--- config.mk ---
export PLATFORM = sky130hd
export DESIGN_NAME = xgmii_tx_pace_ctrl
export DESIGN_NICKNAME = d
export VERILOG_FILES = /design/src/rtl/mac_pkg.sv /design/src/rtl/xgmii_gb_seq.sv /design/src/rtl/xgmii_tx_pace_ctrl.sv
export SDC_FILE = /design/constraint.sdc
export NUM_CORES = 1
export LEC_CHECK = 0
export BUFFER_PORTS_ARGS = -buffer_cell sky130_fd_sc_hd__buf_4
export CORE_MARGIN = 4
export CORE_UTILIZATION = 42
export DETAILED_ROUTE_END_ITERATION = 10
export PLACE_DENSITY = 0.78
export SYNTH_ARGS = -nofsm -noshare
export SYNTH_HDL_FRONTEND = slang
export SYNTH_HIERARCHICAL = 1
export SYNTH_SLANG_ARGS = --single-unit
--- constraint.sdc ---
create_clock -name clk -period 8 [get_ports clk]
set_clock_uncertainty 0.1 [all_clocks]
set_input_delay 1.2 -clock clk [delete_from_list [all_inputs] [get_ports clk]]
set_output_delay 1.2 -clock clk [all_outputs]
set_load 0.01 [all_outputs]
--- src/rtl/mac_pkg.sv ---
// rtl/mac_pkg.sv - shared MAC constants, TX pacing FSM state type and XGMII decode helpers
package mac_pkg;

  localparam logic [7:0] XGMII_START = 8'hFB;
  localparam logic [7:0] XGMII_TERM  = 8'hFD;
  localparam logic [7:0] XGMII_IDLE  = 8'h07;

  localparam int XGMII_LANES = 4;
  localparam int FC_TIMER_W  = 20;

  typedef enum logic [1:0] {
    FC_IDLE,
    FC_IN_FRAME,
    FC_HOLD
  } tx_fc_state_t;

  function automatic logic xgmii_is_start(input logic [31:0] txd, input logic [3:0] ctrl);
    return ctrl[0] && (txd[7:0] == XGMII_START);
  endfunction

  // A terminate may sit in any lane, depending on frame length modulo 4.
  function automatic logic xgmii_has_term(input logic [31:0] txd, input logic [3:0] ctrl);
    logic found;
    found = 1'b0;
    for (int j = 0; j < XGMII_LANES; j++) begin
      if (ctrl[j] && (txd[8*j +: 8] == XGMII_TERM)) begin
        found = 1'b1;
      end
    end
    return found;
  endfunction

endpackage

--- src/rtl/xgmii_gb_seq.sv ---
// rtl/xgmii_gb_seq.sv - 64b/66b gearbox sequence counter with stall decode
module xgmii_gb_seq #(
  parameter int GEARBOX_EN     = 1,
  parameter int GEARBOX_PERIOD = 33
) (
  input  logic       clk,
  input  logic       reset,
  output logic [5:0] seq,
  output logic       pause
);

  localparam logic [5:0] LAST = 6'(GEARBOX_PERIOD - 1);

  always_ff @(posedge clk) begin
    if (reset || (GEARBOX_EN == 0)) begin
      seq <= '0;
    end else if (seq == LAST) begin
      seq <= '0;
    end else begin
      seq <= seq + 6'd1;
    end
  end

  // Decoded from the register so the stall lines up with the count the PCS sees.
  assign pause = (GEARBOX_EN != 0) && (seq == LAST);

endmodule

--- src/rtl/xgmii_tx_pace_ctrl.sv ---
// rtl/xgmii_tx_pace_ctrl.sv - TX pacing: gearbox stalls, frame tracking and 802.3x PAUSE hold-off
module xgmii_tx_pace_ctrl
  import mac_pkg::*;
#(
  parameter int XGMII_DATA_WIDTH = 32,
  parameter int XGMII_CTRL_WIDTH = 4,
  parameter int GEARBOX_EN       = 1,
  parameter int GEARBOX_PERIOD   = 33,
  parameter int QUANTA_CYCLES    = 16
) (
  input  logic                        clk,
  input  logic                        i_reset,
  input  logic [XGMII_DATA_WIDTH-1:0] i_xgmii_txd,
  input  logic [XGMII_CTRL_WIDTH-1:0] i_xgmii_ctrl,
  input  logic                        i_xgmii_valid,
  input  logic                        i_fc_enable,
  input  logic                        i_fc_valid,
  input  logic [15:0]                 i_fc_quanta,
  output logic                        o_xgmii_pause,
  output logic [5:0]                  o_gb_seq,
  output logic                        o_tx_hold,
  output logic                        o_fc_active
);

  tx_fc_state_t            state;
  tx_fc_state_t            state_next;
  logic [FC_TIMER_W-1:0]   timer;
  logic [FC_TIMER_W-1:0]   timer_next;
  logic                    start;
  logic                    term;

  xgmii_gb_seq #(
    .GEARBOX_EN     (GEARBOX_EN),
    .GEARBOX_PERIOD (GEARBOX_PERIOD)
  ) u_gb_seq (
    .clk   (clk),
    .reset (i_reset),
    .seq   (o_gb_seq),
    .pause (o_xgmii_pause)
  );

  always_comb begin
    start = i_xgmii_valid && xgmii_is_start(i_xgmii_txd, i_xgmii_ctrl);
    term  = i_xgmii_valid && xgmii_has_term(i_xgmii_txd, i_xgmii_ctrl);
  end

  // Stall cycles carry no bit-times, so the quantum countdown skips them.
  always_comb begin
    timer_next = timer;
    if (!i_fc_enable) begin
      timer_next = '0;
    end else if (i_fc_valid) begin
      timer_next = FC_TIMER_W'(i_fc_quanta) * FC_TIMER_W'(QUANTA_CYCLES);
    end else if ((timer != '0) && !o_xgmii_pause) begin
      timer_next = timer - FC_TIMER_W'(1);
    end
  end

  // Decisions look at the post-update timer so a quanta=0 resume releases hold at once.
  always_comb begin
    state_next = state;
    case (state)
      FC_IDLE: begin
        if (start) begin
          state_next = FC_IN_FRAME;
        end else if (timer_next != '0) begin
          state_next = FC_HOLD;
        end
      end
      FC_IN_FRAME: begin
        if (term) begin
          state_next = (timer_next != '0) ? FC_HOLD : FC_IDLE;
        end
      end
      FC_HOLD: begin
        if (start) begin
          state_next = FC_IN_FRAME;
        end else if (timer_next == '0) begin
          state_next = FC_IDLE;
        end
      end
      default: state_next = FC_IDLE;
    endcase
  end

  always_ff @(posedge clk) begin
    if (i_reset) begin
      state       <= FC_IDLE;
      timer       <= '0;
      o_tx_hold   <= 1'b0;
      o_fc_active <= 1'b0;
    end else begin
      state       <= state_next;
      timer       <= timer_next;
      o_tx_hold   <= (state_next == FC_HOLD);
      o_fc_active <= (timer_next != '0);
    end
  end

endmodule
# --- Word level (Yosys, flattened, before mapping) ---
# Cells that the tools add are included.
classes:
  n_eq_ne: 9
  n_reduce_logical: 14
  n_mux: 14
  addsub: 2
ops:
  columns: ["op", "n"]
  rows:
  - ["20-bit 2-to-1 mux", 3]
  - ["8-bit equality test, second input constant", 5]
  - ["20-bit nonzero test", 2]
  - ["20-bit logical NOT", 1]
  - ["20-bit by 1-bit subtractor with 20-bit output, second input constant", 1]
  - ["2-bit 2-to-1 mux", 6]
  - ["1-bit logical AND", 8]
  - ["6-bit by 1-bit adder with 6-bit output, second input constant", 1]
  - ["6-bit equality test, second input constant", 1]
  - ["2-bit one-hot mux with 3 select lines", 1]
  - ["2-bit equality test, second input constant", 2]
  - ["1-bit 2-to-1 mux", 4]
  - ["2-bit by 1-bit equality test with 1-bit output, second input constant", 1]
  - ["2-bit logical NOT", 1]
  - ["2-bit OR reduction", 1]
  - ["1-bit logical NOT", 1]
totals:
  out_inout_bits: 9
  inputBits: 57
  regBits: 30

# --- Longest topological paths before layout ---
# Gate-level depths: netlist (run 1).
depth:
  ltp_word: 11
  mapped_depth: 12
  depth_no_buf: 11

# --- By module ---
# Netlist (run 1), hierarchy kept.
by_module_without_submodules:
  columns: ["module", "cells_per_inst", "n_inst", "area_each_um2"]
  rows:
  - ["xgmii_tx_pace_ctrl", 228, 1, 1795.5]
  - ["xgmii_gb_seq", 29, 1, 260.2]

# --- Least setup slack after synthesis (run 1) ---
# OpenSTA, ideal clock, no wires.
synth_timing:
  path_kind: "reg2reg"
  startpoint: "register u_gb_seq.seq[0]"
  endpoint: "register o_tx_hold"
  path_stages_with_launch: 13
  required_ps: 7767
  t_arrival_ps: 2815
  setup_time_ps: 133
  slack_ps: 4951
  period_less_slack_ps: 3049
  path_cell_list: "dfxtp_1 -> inv_1 -> ha_1 -> and3_1 -> clkbuf_1 -> or4b_2 -> o21ai_0 -> and3_1 -> nor3_1 -> a311oi_2 -> o2111ai_1 -> a2111oi_2 -> nor3_1"
synth_between:
  elab_chain_len: 11
synth_rtl:
  columns: ["item", "line", "source"]
  rows:
  - ["from (decl)", "xgmii_gb_seq.sv:8", "output logic [5:0] seq,"]
  - ["from (signal assigned)", "xgmii_gb_seq.sv:20", "seq <= seq + 6'd1;"]
  - ["6-bit equality test *", "xgmii_gb_seq.sv:25", "assign pause = (GEARBOX_EN != 0) && (seq == LAST);"]
  - ["named net o_xgmii_pause", "xgmii_tx_pace_ctrl.sv:19", "output logic o_xgmii_pause,"]
  - ["1-bit logical NOT *", "xgmii_tx_pace_ctrl.sv:54", "end else if ((timer != '0) && !o_xgmii_pause) begin"]
  - ["1-bit logical AND *", "xgmii_tx_pace_ctrl.sv:54", null]
  - ["20-bit 2-to-1 mux *", "xgmii_tx_pace_ctrl.sv:54", null]
  - ["20-bit 2-to-1 mux *", "xgmii_tx_pace_ctrl.sv:52", "end else if (i_fc_valid) begin"]
  - ["20-bit 2-to-1 mux *", "xgmii_tx_pace_ctrl.sv:50", "if (!i_fc_enable) begin"]
  - ["20-bit logical NOT or 20-bit nonzero test (tied branches)", "xgmii_tx_pace_ctrl.sv:78, xgmii_tx_pace_ctrl.sv:66, xgmii_tx_pace_ctrl.sv:72", null]
  - ["2-bit 2-to-1 mux (on tied branches)", "xgmii_tx_pace_ctrl.sv:78, xgmii_tx_pace_ctrl.sv:66, xgmii_tx_pace_ctrl.sv:72", null]
  - ["2-bit 2-to-1 mux (on tied branches)", "xgmii_tx_pace_ctrl.sv:76, xgmii_tx_pace_ctrl.sv:64, xgmii_tx_pace_ctrl.sv:71", null]
  - ["2-bit one-hot mux with 3 select lines *", "xgmii_tx_pace_ctrl.sv:62", "case (state)"]
  - ["2-bit equality test *", "xgmii_tx_pace_ctrl.sv:95", "o_tx_hold <= (state_next == FC_HOLD);"]
  - ["to (signal assigned)", "xgmii_tx_pace_ctrl.sv:95", null]
  - ["to (decl)", "xgmii_tx_pace_ctrl.sv:21", "output logic o_tx_hold,"]
# Mark *: on every way through the listed nets, which the timed path passes. The rest lies on a longest branch.
# A chain may end at the register's enable or synchronous reset.

# --- Worst setup path in the final report (run 1) ---
layout_timing:
  startpoint: "register timer[1]"
  endpoint: "register o_tx_hold"
layout_between:
  elab_chain_len: 10
layout_rtl:
  columns: ["item", "line", "source"]
  rows:
  - ["from (decl)", "xgmii_tx_pace_ctrl.sv:27", "logic [FC_TIMER_W-1:0] timer;"]
  - ["from (signal assigned)", "xgmii_tx_pace_ctrl.sv:94", "timer <= timer_next;"]
  - ["branches (longest 2 deep; another with 20-bit by 1-bit subtractor with 20-bit output)", null, null]
  - ["20-bit 2-to-1 mux *", "xgmii_tx_pace_ctrl.sv:54", null]
  - ["20-bit 2-to-1 mux *", "xgmii_tx_pace_ctrl.sv:52", null]
  - ["20-bit 2-to-1 mux *", "xgmii_tx_pace_ctrl.sv:50", null]
  - ["20-bit logical NOT or 20-bit nonzero test (tied branches)", "xgmii_tx_pace_ctrl.sv:78, xgmii_tx_pace_ctrl.sv:66, xgmii_tx_pace_ctrl.sv:72", null]
  - ["2-bit 2-to-1 mux (on tied branches)", "xgmii_tx_pace_ctrl.sv:78, xgmii_tx_pace_ctrl.sv:66, xgmii_tx_pace_ctrl.sv:72", null]
  - ["2-bit 2-to-1 mux (on tied branches)", "xgmii_tx_pace_ctrl.sv:76, xgmii_tx_pace_ctrl.sv:64, xgmii_tx_pace_ctrl.sv:71", null]
  - ["2-bit one-hot mux with 3 select lines *", "xgmii_tx_pace_ctrl.sv:62", null]
  - ["2-bit equality test *", "xgmii_tx_pace_ctrl.sv:95", null]
# Every way passes the cells marked *.

==> results of run 1 <==
placed cells by master, fill, tap and decap left out, types with 7 or more instances in the layout:
cell type and n:
nor2_1 29, dfxtp_1 30, o21ai_0 8, nand2b_1 7
buf_4 67, or3_1 8, xor2_1 9, nand2_1 16
inv_1 7, nor3_1 18, nor4_1 10, nand3_1 9
cell type report:
type,instances,area (um2)
multi-input combinational,205,1355
fill,443,2056
clock buffer,6,82.58
timing repair buffer,67,503.0
tap,67,83.83
sequential,30,600.6
inverter,8,30.03
clock inverter,2,12.51
layer usage:
metal / up-vias / routed length [um] / GRT usage
li1: 1082 / - / -
met1: 1001 / 2508 / 0.2493
met2: 96 / 2825 / 0.3057
met3: 11 / 431 / 0.04408
met4: 0 / 76 / 0.06119
met5: - / 0 / 0
synth_stat cells, drive strengths merged (4+ instances only):
library cell	n	area, um2
mux2i	6	60.06
or4	4	41.29
or3	9	61.31
a211oi	5	37.54
nand3	9	45.04
xor2	9	78.83
nand2	16	60.06
ha	4	50.05
nor4	11	75.07
xnor2	5	43.79
a2111oi	7	87.58
nor2b	4	25.02
nand2b	7	43.79
nand4	5	31.28
nor2	29	108.9
clkbuf	9	33.78
o21ai	10	50.05
a21oi	7	38.79
inv	7	26.28
dfxtp	30	600.6
nor3	18	90.09
buf	5	36.28
power by group:
part / total, mW / internal [mW] / leakage, nW / switching [mW]
registers: 0.169 / 0.158 / 0.246 / 0.0109
logic: 0.160 / 0.0750 / 0.851 / 0.0854
clock network: 0.130 / 0.0691 / 0.0472 / 0.0606
total: 0.460 / 0.303 / 1.14 / 0.157
cell families (layout without fill, tap and decap cells):
| kind of cell | count (synthesis) | count (layout) | share of synthesized area |
|---|---|---|---|
| AND/OR/NAND/NOR | 129 | 129 | 0.3481 |
| AO/OA/AOI/OAI | 52 | 52 | 0.1978 |
| flip-flops | 30 | 30 | 0.2922 |
| buffers and inverters | 22 | 83 | 0.04869 |
| XOR/XNOR | 14 | 14 | 0.05965 |
| multiplexers | 6 | 6 | 0.02922 |
| adder cells (fa/ha/maj) | 4 | 4 | 0.02435 |
worst paths after layout:
| path | from | to | slack (ns) | cells after the start |
|---|---|---|---|---|
| max | timer[1] | o_tx_hold | 4.55 | 11 |
| min | u_gb_seq/seq[0] | u_gb_seq/seq[0] | 0.40 | 1 |
| max reg2reg | timer[1] | o_tx_hold | 4.55 | 11 |
| min reg2reg | u_gb_seq/seq[0] | u_gb_seq/seq[0] | 0.40 | 1 |
flip-flops by register name, indices dropped and copies added, names as in the netlist:
register      cells
o_tx_hold         1
o_fc_active       1
u_gb_seq/seq      6
state             2
timer            20
stage by stage:
stage               power (mW)  setup WS, ns  std cells  area (um2)
floorplan               0.2811         4.951        257        2056
global placement        0.3280         4.647        377        2572
detailed placement      0.3294         4.576        377        2572
CTS                     0.4604         4.582        385        2668
global route            0.4867         4.197        385        2668
finish                  0.4596         4.547        385        2668
worst reg2reg max path, stage by stage, from the launching register on:
cell and delay (ns):
dfxtp_1 0.34, inv_1 0.13, ha_1 0.16, or4b_1 0.51, nor3_1 0.16, buf_4 0.23, nor3_1 0.09, or4b_1 0.49
o32ai_1 0.31, a41oi_1 0.19, a2111oi_2 0.51, nor3_1 0.10
==> results.md, run 1 <==
- Status: finished clean
- RSZ-0062 raised after global routing: no
- # diodes: 0
- Initial Utilization: 0.4352
- Worst VDD drop: 0.0001132 V
- GPL Wtd Cong: 0.9165
- Die height: 77.96 um
- Flip-flop and latch count after synthesis: 30
- Num CTS Buffers: 5
- DRT Wirelength: 5842 um
- Sequential area share after synthesis: 0.2921
- Clk sinks: 30
- WP data arrival: 3.50 ns
- Antenna violations before repair: 0
- Syn Inst Count: 257
- CTS clk-pin slew, worst paths: 0.07 ns
- Main flop type after synthesis: dfxtp_1
- Slowest cell delay on critical path: 0.51 ns
- Post-synth EDFFs: 0
- Rel. slew slack: 0.5202
- Layout Nets: 378
- Area Overhead vs Synth: 29.76%
- Placement row count: 25
- 1st-iter DRT viols: 217
- DIE WIDTH: 77.96 um
- First-pass GRT wire length: 9328 um
- Htree depth: 2
- # setup viols final: 0
- Least-Margin Pin Slew: 0.7138 ns
- DRC viols: 0
- Final min period: 3.453 ns
- DP HPWL: 4502 um
- Critical Path Start Type: flop
- Yosys cell types: 58
- Hold/Removal Path Class: reg2reg
- CTS Hold Bufs: 0
- Largest net degree at the start of global routing: 23
- Most Frequent Cell on Critical Path: nor3_1
- Post-synth net total: 318
- Vias in the first global route: 1987
- Netlist Area Pre-Place: 0.002056 mm2
- Leak Pwr: 1.145 nW
- Yosys warns: 6
- Post_cts resized: 0
- Avg Inst Size Synth: 7.999 um2
- CTS tree: done
- FMAX: 289.6 MHz
- Core area: 0.004723 mm2
- # port buffers: 65
- Crit-path cells: inv_1, ha_1, or4b_1, nor3_1, buf_4, nor3_1, or4b_1, o32ai_1, a41oi_1, a2111oi_2, nor3_1
- Final Util: 0.5648
- Crit share post-route: 0.4316
- Vias: 2190
- IO Count: 66
- Share of cells above drive strength 1: 0.2799
- Grt ovf: 0
- Largest delay contributor family on the critical path: simple AND/OR/NAND/NOR gates
- Data required, critical path: 8.05 ns
- Worst hold margin: 0.4001 ns
- Die area: 0.006078 mm2
- Worst-path maximum fanout: 11
- Setup TNS: 0 ns
- Async SR Flop Fraction: 0
- Max Cap Violations: 0
- Routed length per placed instance: 15.17 um
- Crit path buf inv count: 2
- Crit end category: flop
- DR pass1 iterations: 5
- Pwr Density: 172.3 mW/mm2
- CP max-delay cell: or4b_1
- Antenna-violating nets left: 0
- Vias per Instance: 5.688
- Post-CTS Setup Bufs: 0
- Final Max Tran Viols: 0
- Gr usage total: 0.1896
- Setup CP Type: reg2reg
- Max clock buf depth: 2
- Final Hold Vio Count: 0
- Root Driver: clkbuf_8
- Clk_lat worst skew: 0.28 ns
No activity file was read; power rests on OpenSTA's default activity.
==> run 2: changes to the inputs <==
PLACE_DENSITY = 0.81   (was 0.78)
clock period = 3 ns   (was 8 ns; I/O delays follow)
==> run 2 against run 1 <==
The flow now finishes with violations (negative setup slack). Global-route usage rose by 3.3 points. Via count is 9.7% higher. Register-to-register slack worse by 4.6 ns. Non-clock buffer count up 40. Die area did not move. Critical endpoint unchanged. Largest power group is now combinational cells.
==> results.md, run 2 (synthesized netlist as in run 1, its figures left out) <==
- Status: finished, violations left
- Failing checks: negative setup slack
- Data required, critical path: 3.06 ns
- Setup CP Type: reg2reg
- Die height: 77.96 um
- Hold_sp: i_fc_quanta[1]
- # port buffers: 65
- DRC viols: 0
- Grt ovf: 0
- Final Max Tran Viols: 0
- Final Hold Vio Count: 0
- Setup TNS: -0.2570 ns
- Pwr Density: 439.9 mW/mm2
- Vias per Instance: 5.667
- Root Driver: clkbuf_8
- Max Cap Violations: 0
- Rel. slew slack: 0.7124
- Clk sinks: 30
- WP data arrival: 3.15 ns
- Layout Cells excl Fill: 424
- GPL Wtd Cong: 0.9809
- Worst VDD drop: 0.0002301 V
- Leak Pwr: 1.355 nW
- Largest regs: timer: 20 flops, u_gb_seq/seq: 6 flops, state: 2 flops
- Initial Utilization: 0.4352
- Crit end category: flop
- 1st-iter DRT viols: 168
- Largest register FFs: 20
- Biggest register: timer
- Antenna violations before repair: 0
- Reg-to-Reg Start: timer[8]
- Htree depth: 2
- First-pass GRT wire length: 10920 um
- Num CTS Buffers: 5
- CP startpoint: timer[8]
- CTS Hold Bufs: 0
- Wire length on met1: 2744 um
- Gr usage total: 0.2227
- Most frequent cells in the layout: buf_4, nor2_1, dfxtp_1
- Least-Margin Pin Slew: 0.4314 ns
- # setup viols final: 3
- Antenna-violating nets left: 0
- Pre-CTS WS: -0.1684 ns
- Final WS setup: -0.09003 ns
- Crit share post-route: 1.030
- CTS tree: done
- Final Util: 0.6432
- Most common cell after layout, fill and taps aside: buf_4
- # diodes: 0
- Worst-path maximum fanout: 6
- Critical Path Start Type: flop
- Routed length per placed instance: 15.97 um
- DP Cell Count: 414
- DRT Wirelength: 6772 um
- DP HPWL: 5139 um
- CTS clk-pin slew, worst paths: 0.07 ns
- Layout Nets: 418
- RSZ-0062 raised after global routing: yes
- Hold/Removal Path Class: in2reg
- Core area: 0.004723 mm2
- Clk_lat worst skew: 0.28 ns
- Max clock buf depth: 2
- Die area: 0.006078 mm2
- DR pass1 iterations: 5
- Met3 wire length: 418 um
- Uppermost layer routed: met4
- DIE WIDTH: 77.96 um
- Share of cells above drive strength 1: 0.3950
- Largest net degree at the start of global routing: 23
- FMAX: 323.6 MHz
- Metal2 WL: 3496 um
- Area Overhead vs Synth: 47.78%
- Vias in the first global route: 2365
- Final min period: 3.090 ns
- IO Count: 66
- Vias: 2403
- Placement row count: 25
## run 2: cell types whose count changed in the layout (fill, tap and decap cells not counted), moves of 2 or more
| cell | before | now |
|---|---|---|
| nor4_2 | 1 | 3 |
| nor4_1 | 10 | 8 |
| buf_4 | 67 | 106 |
| o21ai_2 | 0 | 2 |
| o21ai_1 | 2 | 0 |
| nor3_1 | 18 | 16 |
| nor3_2 | 0 | 2 |
## run 2: metal layers
| metal | vias up | GRT usage |
|---|---|---|
| li1 | 1159 | - |
| met1 | 1125 | 0.2664 |
| met2 | 104 | 0.4024 |
| met3 | 15 | 0.04292 |
| met4 | 0 | 0.06119 |
| met5 | - | 0 |
## run 2: power by group
part,switching [mW],internal [mW]
Clock,0.156,0.155
Combinational,0.290,0.291
Sequential,0.0215,0.423
## run 2: final cells by class
type | instances | area, um2
fillers | 400 | 1685
multi-input cells | 205 | 1436
repair buffers | 107 | 807.0
flip-flops and latches | 30 | 601.8
well taps | 67 | 83.83
clock buffers | 5 | 68.82
inverters | 8 | 30.03
clock inverters | 2 | 10.01
## run 2: stage by stage
step / total power [mW] / instance area [um2] / hold slack [ns]
finish: 1.336 / 3038 / 0.3404
CTS: 1.306 / 2990 / 0.3375
global placement: 0.9611 / 2855 / 0.3824
floorplan: 0.7509 / 2061 / 0.3695
global route: 1.411 / 3038 / 0.3414
detailed placement: 0.9708 / 2855 / 0.3968
## run 2: path summary, 6_finish.rpt
path / to / slack, ns / cells past startpoint
setup / recovery: o_tx_hold / -0.09 / 10
hold / removal: timer[5] / 0.34 / 3
setup reg to reg: o_tx_hold / -0.09 / 10
hold reg to reg: state[0] / 0.41 / 2
## run 2: worst max-delay path: stages, from the launching register on
cell and delay [ns]:
dfxtp_2 0.33, or4_4 0.55, or4_4 0.49, buf_4 0.18, nor4_1 0.36, xnor2_1 0.19
a21o_1 0.17, o2111ai_1 0.15, a2111oi_4 0.23, buf_4 0.17, nor3_1 0.04
## run 2: repair_timing
action                     CTS  global route
gates resized for setup     11             5
buffers inserted             1             2
pin swaps                    2             1
setup endpoints to repair    3             3
